==> config.mk <==
export PLATFORM = sky130hd
export DESIGN_NAME = rv_mem_subsys
export DESIGN_NICKNAME = d
export VERILOG_FILES = /design/src/rtl/rv_mem_subsys.sv
export SDC_FILE = /design/constraint.sdc
export NUM_CORES = 2
export LEC_CHECK = 0
export CORE_MARGIN = 2
export CORE_UTILIZATION = 25
export DETAILED_ROUTE_END_ITERATION = 10
export PLACE_DENSITY = 0.49
export SYNTH_ARGS = -nofsm -noshare
export SYNTH_HDL_FRONTEND = slang
export SYNTH_SLANG_ARGS = --single-unit
==> constraint.sdc <==
create_clock -name clk_in -period 2.8 [get_ports clk_in]
set_input_delay 0.28 -clock clk_in [delete_from_list [all_inputs] [get_ports clk_in]]
set_output_delay 0.28 -clock clk_in [all_outputs]
set_load 0.1 [all_outputs]
==> src/rtl/rv_mem_subsys.sv <==
// rv_mem_subsys: unified fetch/data word memory with per-port wait states, one-outstanding handshake
// and error flagging for misaligned or out-of-range addresses.
module rv_mem_port #(
  parameter int WAIT_CYC = 0
) (
  input  logic        clk_in,
  input  logic        rst_in,
  input  logic        req_in,
  input  logic [31:0] rsp_data_in,
  input  logic        rsp_err_in,
  output logic        accept_out,
  output logic        busy_out,
  output logic        valid_out,
  output logic [31:0] rdata_out,
  output logic        err_out
);
  typedef enum logic [1:0] {S_IDLE, S_WAIT, S_RESP} state_t;
  state_t      state_q, state_d;
  logic [2:0]  cnt_q, cnt_d;
  logic [31:0] hold_q, hold_d, rdata_q, rdata_d;
  logic        herr_q, herr_d, err_q, err_d;
  assign accept_out = rst_in && req_in && (state_q != S_WAIT);
  assign busy_out   = (state_q == S_WAIT);
  assign valid_out  = (state_q == S_RESP);
  assign rdata_out  = rdata_q;
  assign err_out    = err_q;
  // Response is captured at accept and only moved to the outputs on entering RESP.
  always_comb begin
    state_d = state_q;
    cnt_d   = cnt_q;
    hold_d  = hold_q;
    herr_d  = herr_q;
    rdata_d = rdata_q;
    err_d   = err_q;
    if (state_q == S_WAIT) begin
      cnt_d = cnt_q - 3'd1;
      if (cnt_q == 3'd1) begin
        state_d = S_RESP;
        rdata_d = hold_q;
        err_d   = herr_q;
      end
    end else if (accept_out) begin
      hold_d  = rsp_data_in;
      herr_d  = rsp_err_in;
      state_d = (WAIT_CYC == 0) ? S_RESP : S_WAIT;
      cnt_d   = 3'(WAIT_CYC);
      if (WAIT_CYC == 0) begin
        rdata_d = rsp_data_in;
        err_d   = rsp_err_in;
      end
    end else begin
      state_d = S_IDLE;
    end
  end
  always_ff @(posedge clk_in or negedge rst_in) begin
    if (!rst_in) begin
      state_q <= S_IDLE;
      cnt_q   <= '0;
      hold_q  <= '0;
      herr_q  <= 1'b0;
      rdata_q <= '0;
      err_q   <= 1'b0;
    end else begin
      state_q <= state_d;
      cnt_q   <= cnt_d;
      hold_q  <= hold_d;
      herr_q  <= herr_d;
      rdata_q <= rdata_d;
      err_q   <= err_d;
    end
  end
endmodule

module rv_mem_subsys #(
  parameter int DEPTH_WORDS = 64,
  parameter int IM_WAIT     = 0,
  parameter int DM_WAIT     = 0
) (
  input  logic        clk_in,
  input  logic        rst_in,
  input  logic        im_req_in,
  input  logic [31:0] im_addr_in,
  output logic        im_busy_out,
  output logic        im_valid_out,
  output logic [31:0] im_rdata_out,
  output logic        im_err_out,
  input  logic        dm_req_in,
  input  logic        dm_wr_in,
  input  logic [31:0] dm_addr_in,
  input  logic [31:0] dm_wdata_in,
  input  logic [3:0]  dm_mask_in,
  output logic        dm_busy_out,
  output logic        dm_valid_out,
  output logic [31:0] dm_rdata_out,
  output logic        dm_err_out
);
  localparam int AW = $clog2(DEPTH_WORDS);
  logic [31:0]   mem_q [DEPTH_WORDS];
  logic [AW-1:0] i_idx, d_idx;
  logic          i_err, d_err, i_acc, d_acc;
  logic [31:0]   i_rsp, d_rsp;
  assign i_idx = im_addr_in[AW+1:2];
  assign d_idx = dm_addr_in[AW+1:2];
  assign i_err = (|im_addr_in[1:0]) | (|im_addr_in[31:AW+2]);
  assign d_err = (|dm_addr_in[1:0]) | (|dm_addr_in[31:AW+2]);
  // Reads see the array before this edge's write lands, so a same-edge fetch returns the old word.
  assign i_rsp = i_err ? '0 : mem_q[i_idx];
  assign d_rsp = (d_err | dm_wr_in) ? '0 : mem_q[d_idx];
  rv_mem_port #(.WAIT_CYC(IM_WAIT)) u_im (
    .clk_in(clk_in), .rst_in(rst_in), .req_in(im_req_in),
    .rsp_data_in(i_rsp), .rsp_err_in(i_err), .accept_out(i_acc),
    .busy_out(im_busy_out), .valid_out(im_valid_out),
    .rdata_out(im_rdata_out), .err_out(im_err_out)
  );
  rv_mem_port #(.WAIT_CYC(DM_WAIT)) u_dm (
    .clk_in(clk_in), .rst_in(rst_in), .req_in(dm_req_in),
    .rsp_data_in(d_rsp), .rsp_err_in(d_err), .accept_out(d_acc),
    .busy_out(dm_busy_out), .valid_out(dm_valid_out),
    .rdata_out(dm_rdata_out), .err_out(dm_err_out)
  );
  always_ff @(posedge clk_in) begin
    if (d_acc && dm_wr_in && !d_err)
      for (int b = 0; b < 4; b++)
        if (dm_mask_in[b]) mem_q[d_idx][8*b +: 8] <= dm_wdata_in[8*b +: 8];
  end
endmodule
==> impl_metrics.env <==
export IMPL_outcome="finished, violations left"
export IMPL_failed_checks="setup timing"
export IMPL_finalWeightedCongestion=1.01
export IMPL_clk_transition_reported_paths_ns=0.06
export IMPL_io_pin_count=175
export IMPL_post_cts_setup_buffer_count=0
export IMPL_synthesis_instances=5877
export IMPL_cp_endpoint="u_dm.rdata_out[11]"
export IMPL_routed_wirelength_um=519000
export IMPL_die_height_um=631
export IMPL_hpwl_um=384000
export IMPL_synth_top_area_share_pct=62.6
export IMPL_final_max_slew_violation_count=0
export IMPL_synth_top_area_cells="edfxtp_1, mux4_2, mux2i_1"
export IMPL_post_layout_nonfiller_instances=12500
export IMPL_crit_path_end_kind="flip-flop"
export IMPL_hold_violations=0
export IMPL_ff_latch_area_um2=63200
export IMPL_reg2reg_from="mem_q[6][22]"
export IMPL_timing_hold_worst_class="primary input to flip-flop"
export IMPL_routedWlPerCell_um=41.4
export IMPL_drc_errors=0
export IMPL_initial_utilization_pct=25.1
export IMPL_yosys_area_top_type="edfxtp_1"
export IMPL_numPlacedInstances=12000
export IMPL_critPathRequiredTime_ns=3.65
export IMPL_rsz0062_at_grt="false"
export IMPL_worst_endpoint_arrival_ns=3.66
export IMPL_tritoncts_num_sinks=2116
export IMPL_yosysSeqAreaShare_pct=64.3
export IMPL_multi_input_area_um2=32700
export IMPL_vdd_ir_drop_max_mv=0.595
export IMPL_root_buffer="clkbuf_16"
export IMPL_dpl_worst_slack_ns=-1.42
export IMPL_skew_ns=0.111
export IMPL_layout_worst_path_cycle_share_pct=100
export IMPL_detail_route_vias_per_cell=5.84
export IMPL_grt_total_usage_pct=25.3
export IMPL_die_x_um=631
export IMPL_start_kind="primary input"
export IMPL_timing_setup_critical_path_class="primary input to flip-flop"
export IMPL_synth_cell_area_um2=98200
export IMPL_final_core_utilization_pct=31.7
export IMPL_grt_max_degree=65
export IMPL_setup_tns_ns=-0.00350
export IMPL_postLayoutSetupSlackWorst_ns=-0.00350
export IMPL_register_bit_total_from_synthesis=2116
export IMPL_grt_first_pass_wirelength_um=678000
export IMPL_worst_r2r_cell_count=5
export IMPL_tightestPinTransition_ns=1.22
export IMPL_tritoncts_num_buffers=236
export IMPL_critical_path_max_stage_delay_ns=0.89
export IMPL_detailed_place_area_um2=116000
export IMPL_timing_critical_path_fanout_max=12
export IMPL_fill_cells=38200
export IMPL_area_delta_synth_final_pct=26.5
export IMPL_upper_clock_frequency_limit_mhz=357
export IMPL_reg_to_reg_slack_setup_ns=0.19
export IMPL_clk_path_buf_depth=4
export IMPL_nets=7170
export IMPL_placement_rows=230
export IMPL_core_area_um2=392000
export IMPL_max_slew_margin_pct=18.6
export IMPL_yosys_warns=0
export IMPL_period_needed_ns=2.80
export IMPL_crit_path_cell_trace="clkdlybuf4s50_1 > buf_12 > buf_4 > nor3b_2 > buf_4 > nand2_1 > o22ai_1 > a31o_2 > nor4_1 > a32o_1"
export IMPL_firstDrtPassIters=7
export IMPL_htreeDepth=4
export IMPL_synth_flop_cell="edfxtp_1"
export IMPL_dieArea_um2=398000
export IMPL_crit_path_top_delay_cell="o22ai_1"
export IMPL_final_antenna_net_count=0
export IMPL_yosysUniqueCellTypes=73
export IMPL_grt_pass1_vias=69500
export IMPL_setup_viol=1
export IMPL_overflow=0
export IMPL_maxCapViolCount=0
export IMPL_stdcell_area_um2=124000
export IMPL_r2r_end="u_im.rdata_out[22]"
export IMPL_worst_skew_pair_late_latency_ns=0.99
export IMPL_asyncSetResetFlopFracSynth_pct=3.21
export IMPL_place_port_buffers=172
export IMPL_drt_iter0_markers=12400
export IMPL_cts_tree="done"
export IMPL_synthesis_area_per_instance_um2=16.7
export IMPL_drive_gt1_share_pct=35.9
export IMPL_antenna_found_initial=80
export IMPL_total_via_count_after_detailed_routing=73100
export IMPL_timing_critical_path_mode_cell="buf_4"
export IMPL_synth_edff_count=2048
export IMPL_pwr_density_cell_nw_per_um2=604
export IMPL_static_leakage_power_uw=0.0413
export IMPL_worstSetupStartpoint="dm_addr_in[7]"
## worst min path at each step
stage / start / end / cells past startpoint
after floorplan: rst_in / u_dm.err_out / 0
after global routing: dm_wdata_in[12] / mem_q[44][12] / 1
after global placement: u_im.err_out / u_im.err_out / 1
after CTS: dm_wdata_in[23] / mem_q[52][23] / 1
final: dm_wdata_in[12] / mem_q[44][12] / 1
after detailed placement: u_im.err_out / u_im.err_out / 1
## cell usage after synthesis, drive strengths merged, types with 157 or more instances
cell type and number:
edfxtp 2048, mux4 638, nor2 397, mux2i 342, buf 285, o22ai 267, nand2 239, clkbuf 211
mux2 184, a21oi 172, o221ai 157
## critical path, delay by kind of cell
| kind | cells | cell delay (ns) |
|---|---|---|
| compound gates | 3 | 1.36 |
| buf+inv | 4 | 1.04 |
| simple gates | 3 | 0.93 |
## where the power goes
group / internal (uW) / switching [uW]
Clock: 19000 / 13700
Sequential: 34700 / 0.480
Combinational: 2690 / 4920
Total: 56400 / 18600
## placed cells by master (no fill, tap or decap), types with 24 or more instances in the layout
master,instances
nor2_1,391
a221oi_1,140
mux2i_1,342
o22a_1,30
clkinv_1,48
nand3_1,30
a211oi_1,41
buf_4,1136
edfxtp_1,2048
mux2_2,184
o21bai_1,24
diode_2,48
nor3_1,39
clkbuf_1,30
a22oi_1,140
o221ai_1,157
clkinv_2,38
clkdlybuf4s50_1,59
o22ai_1,267
nand2_1,229
a21oi_1,172
a22o_1,33
dfrtp_1,68
mux4_2,638
clkbuf_16,239
buf_12,208
o21ai_0,120
bufinv_16,36
## kinds of logic after synthesis
logic type             share of synthesized area, %
buffers and inverters                          2.64
and+or+nand+nor                                3.69
AOI/OAI and AO/OA                              9.10
DFF                                            64.3
other                                       0.00382
muxes                                          20.2
## what timing repair did
action,in CTS,in global routing
endpoints found under the hold margin,405,0
setup endpoints to repair,2066,8
hold buffers,16,0
gates resized for setup,4,2
## area by class of cell
type,instances,area share [%]
Multi-Input combinational cell,3256,26.3
Clock buffer,272,4.94
Timing Repair Buffer,1445,11.0
Antenna cell,48,0.0967
Tap cell,5220,5.26
Inverter,10,0.0413
Clock inverter,166,1.54
Sequential cell,2116,50.9
## state kept, by name, summed over array words and instances, names as in the netlist
register	cells
mem_q	2048
u_dm.rdata_out	32
u_im.rdata_out	32
u_dm.err_out	1
u_dm.state_q	1
u_im.err_out	1
u_im.state_q	1
## metrics by stage
| stage | power [uW] | hold WS, ns |
|---|---|---|
| floorplan | 38400 | -0.0156 |
| global placement | 42700 | 0.485 |
| detailed placement | 42700 | 0.498 |
| CTS | 75000 | 0.00129 |
| global route | 76400 | 0.0309 |
| finish | 75000 | 0.00496 |
## per-layer routing
| metal | vias to the layer above | GRT usage [%] | share of wire [%] |
|---|---|---|---|
| li1 | 27200 | - | - |
| met1 | 38100 | 31.3 | 36 |
| met2 | 6378 | 37.2 | 43 |
| met3 | 1343 | 8.32 | 13 |
| met4 | 52 | 17.6 | 8.3 |
| met5 | - | 0 | 0.062 |
Note: power is estimated with default switching activity, not from simulation.
